$ cat src/rtl/mac_seq_ctrl.sv
// mac_seq_ctrl
// Command-driven sequencer for a single INT8 MAC unit. One command computes
// the dot product of two vectors held in operand SRAMs. Operands are fetched
// through two 1-cycle-latency read ports and streamed into the MAC. The MAC
// pipeline is then drained and the 32-bit sum is captured. The raw sum and a
// rounded, shifted, INT8-saturated copy are returned on a valid/ready channel.
//
// Timing for N > 0 (cycle 0 = command handshake):
//   cycles 1..N     FETCH, rd_en=1, addresses base+0 .. base+N-1
//   cycles 2..N+1   mac_en=1, operands forwarded from rd_data_*
//   cycles N+2,N+3  mac_en=1, zero operands (pipeline drain)
//   cycle  N+4      CAPTURE mac_result
//   cycle  N+5..    DONE, res_valid=1 until res_ready
//
// Ports:
//   clk, rst                       clock, synchronous active-high reset
//   cmd_valid/cmd_ready            command handshake
//   cmd_base_a/b, cmd_len          operand base addresses, element count N
//   cmd_shift                      requantization right-shift S
//   rd_en, rd_addr_a/b, rd_data_a/b operand SRAM read ports (1-cycle latency)
//   mac_a, mac_b, mac_en, mac_acc  MAC drive (mac_acc=0 means load)
//   mac_result                     MAC accumulator register
//   res_valid/res_ready            result handshake
//   res_acc, res_q8, res_sat       raw sum, requantized INT8, clip flag
//   busy                           sequencer not idle
module mac_seq_ctrl #(
  parameter int DATA_WIDTH  = 8,
  parameter int ACC_WIDTH   = 32,
  parameter int ADDR_WIDTH  = 10,
  parameter int LEN_WIDTH   = 10,
  parameter int SHIFT_WIDTH = 5
) (
  input  logic                   clk,
  input  logic                   rst,
  input  logic                   cmd_valid,
  output logic                   cmd_ready,
  input  logic [ADDR_WIDTH-1:0]  cmd_base_a,
  input  logic [ADDR_WIDTH-1:0]  cmd_base_b,
  input  logic [LEN_WIDTH-1:0]   cmd_len,
  input  logic [SHIFT_WIDTH-1:0] cmd_shift,
  output logic                   rd_en,
  output logic [ADDR_WIDTH-1:0]  rd_addr_a,
  output logic [ADDR_WIDTH-1:0]  rd_addr_b,
  input  logic [DATA_WIDTH-1:0]  rd_data_a,
  input  logic [DATA_WIDTH-1:0]  rd_data_b,
  output logic [DATA_WIDTH-1:0]  mac_a,
  output logic [DATA_WIDTH-1:0]  mac_b,
  output logic                   mac_en,
  output logic                   mac_acc,
  input  logic [ACC_WIDTH-1:0]   mac_result,
  output logic                   res_valid,
  input  logic                   res_ready,
  output logic [ACC_WIDTH-1:0]   res_acc,
  output logic [DATA_WIDTH-1:0]  res_q8,
  output logic                   res_sat,
  output logic                   busy
);

  typedef enum logic [2:0] {IDLE, FETCH, DRAIN, CAPTURE, DONE} state_t;

  // Cycle counter must reach N+3 with N up to 2^LEN_WIDTH-1.
  localparam int CYC_W  = LEN_WIDTH + 2;
  localparam int QMAX_I = (1 << (DATA_WIDTH - 1)) - 1;
  localparam logic signed [ACC_WIDTH:0] Q_MAX = (ACC_WIDTH + 1)'(QMAX_I);
  localparam logic signed [ACC_WIDTH:0] Q_MIN = (ACC_WIDTH + 1)'(-QMAX_I - 1);

  state_t                 state;
  logic [ADDR_WIDTH-1:0]  base_a_q;
  logic [ADDR_WIDTH-1:0]  base_b_q;
  logic [LEN_WIDTH-1:0]   len_q;
  logic [SHIFT_WIDTH-1:0] shift_q;
  logic [CYC_W-1:0]       cyc;       // current cycle number since handshake
  logic [CYC_W-1:0]       len_ext;
  logic                   mac_pass;  // forward SRAM data onto the MAC operands

  assign len_ext   = CYC_W'(len_q);
  assign cmd_ready = (state == IDLE);
  assign busy      = (state != IDLE);

  // SRAM data arrives one cycle after the read strobe, so operands are
  // forwarded combinationally in the enable cycle rather than re-registered.
  assign mac_a = mac_pass ? rd_data_a : '0;
  assign mac_b = mac_pass ? rd_data_b : '0;

  // Requantization of the MAC result, evaluated for the CAPTURE cycle.
  logic signed [ACC_WIDTH:0] acc_ext;
  logic signed [ACC_WIDTH:0] rnd;
  logic signed [ACC_WIDTH:0] shifted;
  logic [DATA_WIDTH-1:0]     q8_next;
  logic                      sat_next;

  // NOTE: every always_comb output gets a default first so no path can
  // leave it unassigned and infer a latch.
  always_comb begin
    acc_ext  = {mac_result[ACC_WIDTH-1], mac_result};
    rnd      = '0;
    q8_next  = '0;
    sat_next = 1'b0;
    if (shift_q != '0) begin
      rnd = (ACC_WIDTH + 1)'(1) << (shift_q - 1'b1);
    end
    // Round half up, then arithmetic shift; S=0 passes the sum through.
    shifted = (acc_ext + rnd) >>> shift_q;
    if (shifted > Q_MAX) begin
      q8_next  = Q_MAX[DATA_WIDTH-1:0];
      sat_next = 1'b1;
    end else if (shifted < Q_MIN) begin
      q8_next  = Q_MIN[DATA_WIDTH-1:0];
      sat_next = 1'b1;
    end else begin
      q8_next  = shifted[DATA_WIDTH-1:0];
    end
  end

  // NOTE: sequential state uses non-blocking assignments only, so every
  // register samples values from before the clock edge.
  always_ff @(posedge clk) begin
    if (rst) begin
      state     <= IDLE;
      base_a_q  <= '0;
      base_b_q  <= '0;
      len_q     <= '0;
      shift_q   <= '0;
      cyc       <= '0;
      mac_pass  <= 1'b0;
      rd_en     <= 1'b0;
      rd_addr_a <= '0;
      rd_addr_b <= '0;
      mac_en    <= 1'b0;
      mac_acc   <= 1'b0;
      res_valid <= 1'b0;
      res_acc   <= '0;
      res_q8    <= '0;
      res_sat   <= 1'b0;
    end else begin
      unique case (state)
        IDLE: begin
          if (cmd_valid) begin
            base_a_q <= cmd_base_a;
            base_b_q <= cmd_base_b;
            len_q    <= cmd_len;
            shift_q  <= cmd_shift;
            if (cmd_len == '0) begin
              // Empty vector: result is zero, MAC and SRAMs stay untouched.
              state     <= DONE;
              res_valid <= 1'b1;
              res_acc   <= '0;
              res_q8    <= '0;
              res_sat   <= 1'b0;
            end else begin
              state     <= FETCH;
              rd_en     <= 1'b1;
              rd_addr_a <= cmd_base_a;
              rd_addr_b <= cmd_base_b;
              cyc       <= CYC_W'(1);
            end
          end
        end

        FETCH: begin
          // Outputs computed here are for cycle cyc+1.
          cyc      <= cyc + 1'b1;
          mac_en   <= 1'b1;
          mac_pass <= 1'b1;
          // The first two enables load: flush the stale product, then load
          // product 0. Later enables accumulate.
          mac_acc  <= (cyc >= CYC_W'(3));
          if (cyc == len_ext) begin
            state <= DRAIN;
            rd_en <= 1'b0;
          end else begin
            // Address offset for the next cycle equals the current cycle
            // number; the sum wraps modulo 2^ADDR_WIDTH.
            rd_addr_a <= base_a_q + ADDR_WIDTH'(cyc);
            rd_addr_b <= base_b_q + ADDR_WIDTH'(cyc);
          end
        end

        DRAIN: begin
          // Covers cycles N+1..N+3; zero operands push the last products
          // through the MAC pipeline.
          cyc      <= cyc + 1'b1;
          mac_pass <= 1'b0;
          if (cyc == len_ext + CYC_W'(3)) begin
            state   <= CAPTURE;
            mac_en  <= 1'b0;
            mac_acc <= 1'b0;
          end else begin
            mac_en  <= 1'b1;
            mac_acc <= (cyc >= CYC_W'(3));
          end
        end

        CAPTURE: begin
          res_acc   <= mac_result;
          res_q8    <= q8_next;
          res_sat   <= sat_next;
          res_valid <= 1'b1;
          state     <= DONE;
        end

        DONE: begin
          if (res_ready) begin
            res_valid <= 1'b0;
            state     <= IDLE;
          end
        end

        default: state <= IDLE;
      endcase
    end
  end

endmodule

$ cat config.mk
export PLATFORM = sky130hd
export DESIGN_NAME = mac_seq_ctrl
export DESIGN_NICKNAME = d
export VERILOG_FILES = /design/src/rtl/mac_seq_ctrl.sv
export SDC_FILE = /design/constraint.sdc
export NUM_CORES = 1
export LEC_CHECK = 0
export CAP_MARGIN = 20
export CORE_UTILIZATION = 45
export DETAILED_ROUTE_END_ITERATION = 8
export HOLD_SLACK_MARGIN = 0.05
export PLACE_DENSITY = 0.69
export REMOVE_ABC_BUFFERS = 1
export SLEW_MARGIN = 10
export SYNTH_ARGS = -nofsm -noshare
export SYNTH_HDL_FRONTEND = slang
export SYNTH_SLANG_ARGS = --single-unit
$ cat constraint.sdc
create_clock -name clk -period 14.64 [get_ports clk]
set_input_delay 3.66 -clock clk [delete_from_list [all_inputs] [get_ports clk]]
set_output_delay 3.66 -clock clk [all_outputs]
set_load 0.03 [all_outputs]
==> impl_metrics.tcl <==
set metrics [dict create \
    ios 170 \
    clk_latency_ns 0.43 \
    htree_num_levels 4 \
    drtIter0Drc 963 \
    drive_above_1_share 0.05983 \
    cts_hold_buf 0 \
    critPathArrivalTime_ns 4.93 \
    cts-buffers-inserted 17 \
    syn_area_per_cell_um2 7.118 \
    ys_types 88 \
    peakVddDrop_v 0.00008225 \
    status "finished, final reports clean" \
    routedWlPerCell_um 20.49 \
    rsz0062_at_grt "no" \
    core_area_um2 23540 \
    nets 1768 \
    hold_path_depth 2 \
    synth_cells 1523 \
    final_max_slew_viol_count 0 \
    yosysTopAreaCellShare 0.2142 \
    required_ns 10.98 \
    cts-resized-gates 0 \
    p_leak_nw 5.002 \
    top_usage_layer "met2" \
    die_y_um 157.2 \
    yosys_warnings 0 \
    worst_pin_slew_ns 1.099 \
    post_cts_buffers 0 \
    cts_max_path_buffers 2 \
    ys_seq_area_frac 0.2142 \
    hp-start "base_a_q[8]" \
    clock-sinks 116 \
    grt-ovfl-total 0 \
    gp_congestion 0.9552 \
    root_buffer "clkbuf_16" \
    crit_fanout 1 \
    io_buffers 169 \
    synth_area_leaders "dfxtp_1, nor2_1, nand2_1, a21oi_1, ha_1" \
    crit_type "primary input to output pin" \
    power_density_nw_per_um2 103.5 \
    dr.pass1.iters 5 \
    cap_violations 0 \
    grtUsageMet1 0.4001 \
    antenna_found_initial 0 \
    fmax_ghz 0.1164 \
    grtUsageMet3 0.05865 \
    die_area_um2 24720 \
    row_count 56 \
    synth-main-ff-cell "dfxtp_1" \
    finalHoldViolCount 0 \
    synthesis.area_um2 10840 \
    async_flop_share 0 \
    diodes 0 \
    drcViolationCount 0 \
    fin_skew_ns 0.01018 \
    synthTopCellsByCount "nor2_1, nand2_1, a21oi_1, dfxtp_1, clkbuf_1" \
    dp_hpwl_um 29300 \
    hold_class "flop to flop" \
    slew-limit-headroom 0.2649 \
    endpoint_kind "output pin" \
    hold_slack_ns 0.4581 \
    grt_max_degree 91 \
    period_needed_ns 8.590 \
    num_vias 12190 \
    min_period_over_period 0.5867 \
    cts_tree "done" \
    avgViaCountPerCell 6.231 \
    yosysMostFrequentCell "nor2_1" \
    ys_seq_elements 116 \
    first_global_vias 11690 \
    crit_start "rd_data_b[6]" \
    syn_to_final_growth_pct 22.17 \
    final_antenna_net_count 0 \
    synth_edf_count 0 \
    rr_startpoint "shift_q[3]" \
    clk_pin_slew_ns 0.06 \
    grtUsageTotal 0.3275 \
    yosys.area.top_type "dfxtp_1" \
    die_w_um 157.2 \
    grtUsageMet2 0.5558 \
    start_kind "primary input" \
    tns_ns 0 \
    start_util 0.4605 \
    finalSetupViolCount 0 \
    wl_um 40100 \
    reg2regPathDepth 20 \
    grt_pass1_wl_um 63220 \
]
## cells in the final DEF, fill, tap and decap left out, drive strengths merged, types with 30 or more instances in the layout
cell / instances
a211oi: 43
a21oi: 147
a22oi: 36
and2: 31
clkdlybuf4s50: 168
dfxtp: 116
ha: 52
inv: 31
mux2i: 35
nand2: 199
nand3: 30
nor2: 205
nor3: 46
o211ai: 37
o21ai: 66
xnor2: 37
## power breakdown
part	switching, mW	internal [mW]	total, mW
registers	0.0281	0.349	0.377
clock network	0.174	0.242	0.416
logic	0.361	0.217	0.578
## per-stage QoR
stage          setup WS (ns)  instance area [um2]  utilization  cells  total power [mW]
6_report               6.050                13240       0.5626   1957             1.371
5_1_grt                5.821                13240       0.5626   1957             1.441
4_1_cts                5.830                13220       0.5614   1955             1.365
3_5_place_dp           5.387                12660       0.5377   1924            0.9493
3_3_place_gp           5.549                12660       0.5377   1924            0.9476
2_1_floorplan          6.853                10420            -   1418            0.7374
## registers in the layout (all words and copies together), names as in the netlist, 3 cells and up
name and flops:
res_acc 32, cyc 12, base_a_q 10, base_b_q 10, len_q 10, rd_addr_a 10
rd_addr_b 10, res_q8 8, shift_q 5, state 3
## critical path: stages
cell and delay, ns:
clkdlybuf4s50_1 0.46, and2_1 0.13, clkdlybuf4s50_1 0.68
## path summary, 6_finish.rpt
check                                   end  slack, ns
worst max register to register    res_q8[1]       7.95
worst max-delay path               mac_b[6]       6.05
worst min register to register  base_a_q[8]       0.46
worst min-delay path            base_a_q[8]       0.46
## kinds of logic (layout without fill, tap and decap cells)
group / Yosys count / in the layout / synth area share
flip-flops: 116 / 116 / 0.2142
buffers and inverters: 136 / 251 / 0.04917
other: 1 / 1 / 0.0003459
AO/OA/AOI/OAI: 489 / 489 / 0.3098
AND/OR/NAND/NOR: 623 / 623 / 0.2664
adder cells (fa/ha/maj): 55 / 55 / 0.06556
XOR/XNOR: 56 / 56 / 0.04524
multiplexers: 47 / 47 / 0.04929
## area by class of cell
cell class	count	area, um2
clock inverter	12	105.1
timing repair buffer	189	1851
inverter	31	116.4
fill	2309	10300
tap	319	399.1
clock buffer	19	452.9
sequential	116	2322
multi-input combinational	1271	7998
## metal layers
layer / up-vias / routed length [um] / share of wire
met3: 111 / 2771 / 0.069
met1: 5763 / 16480 / 0.41
li1: 5816 / - / -
met4: 0 / 1565 / 0.039
met5: - / 0 / 0
met2: 504 / 19280 / 0.48
No activity file was read; power rests on OpenSTA's default activity.
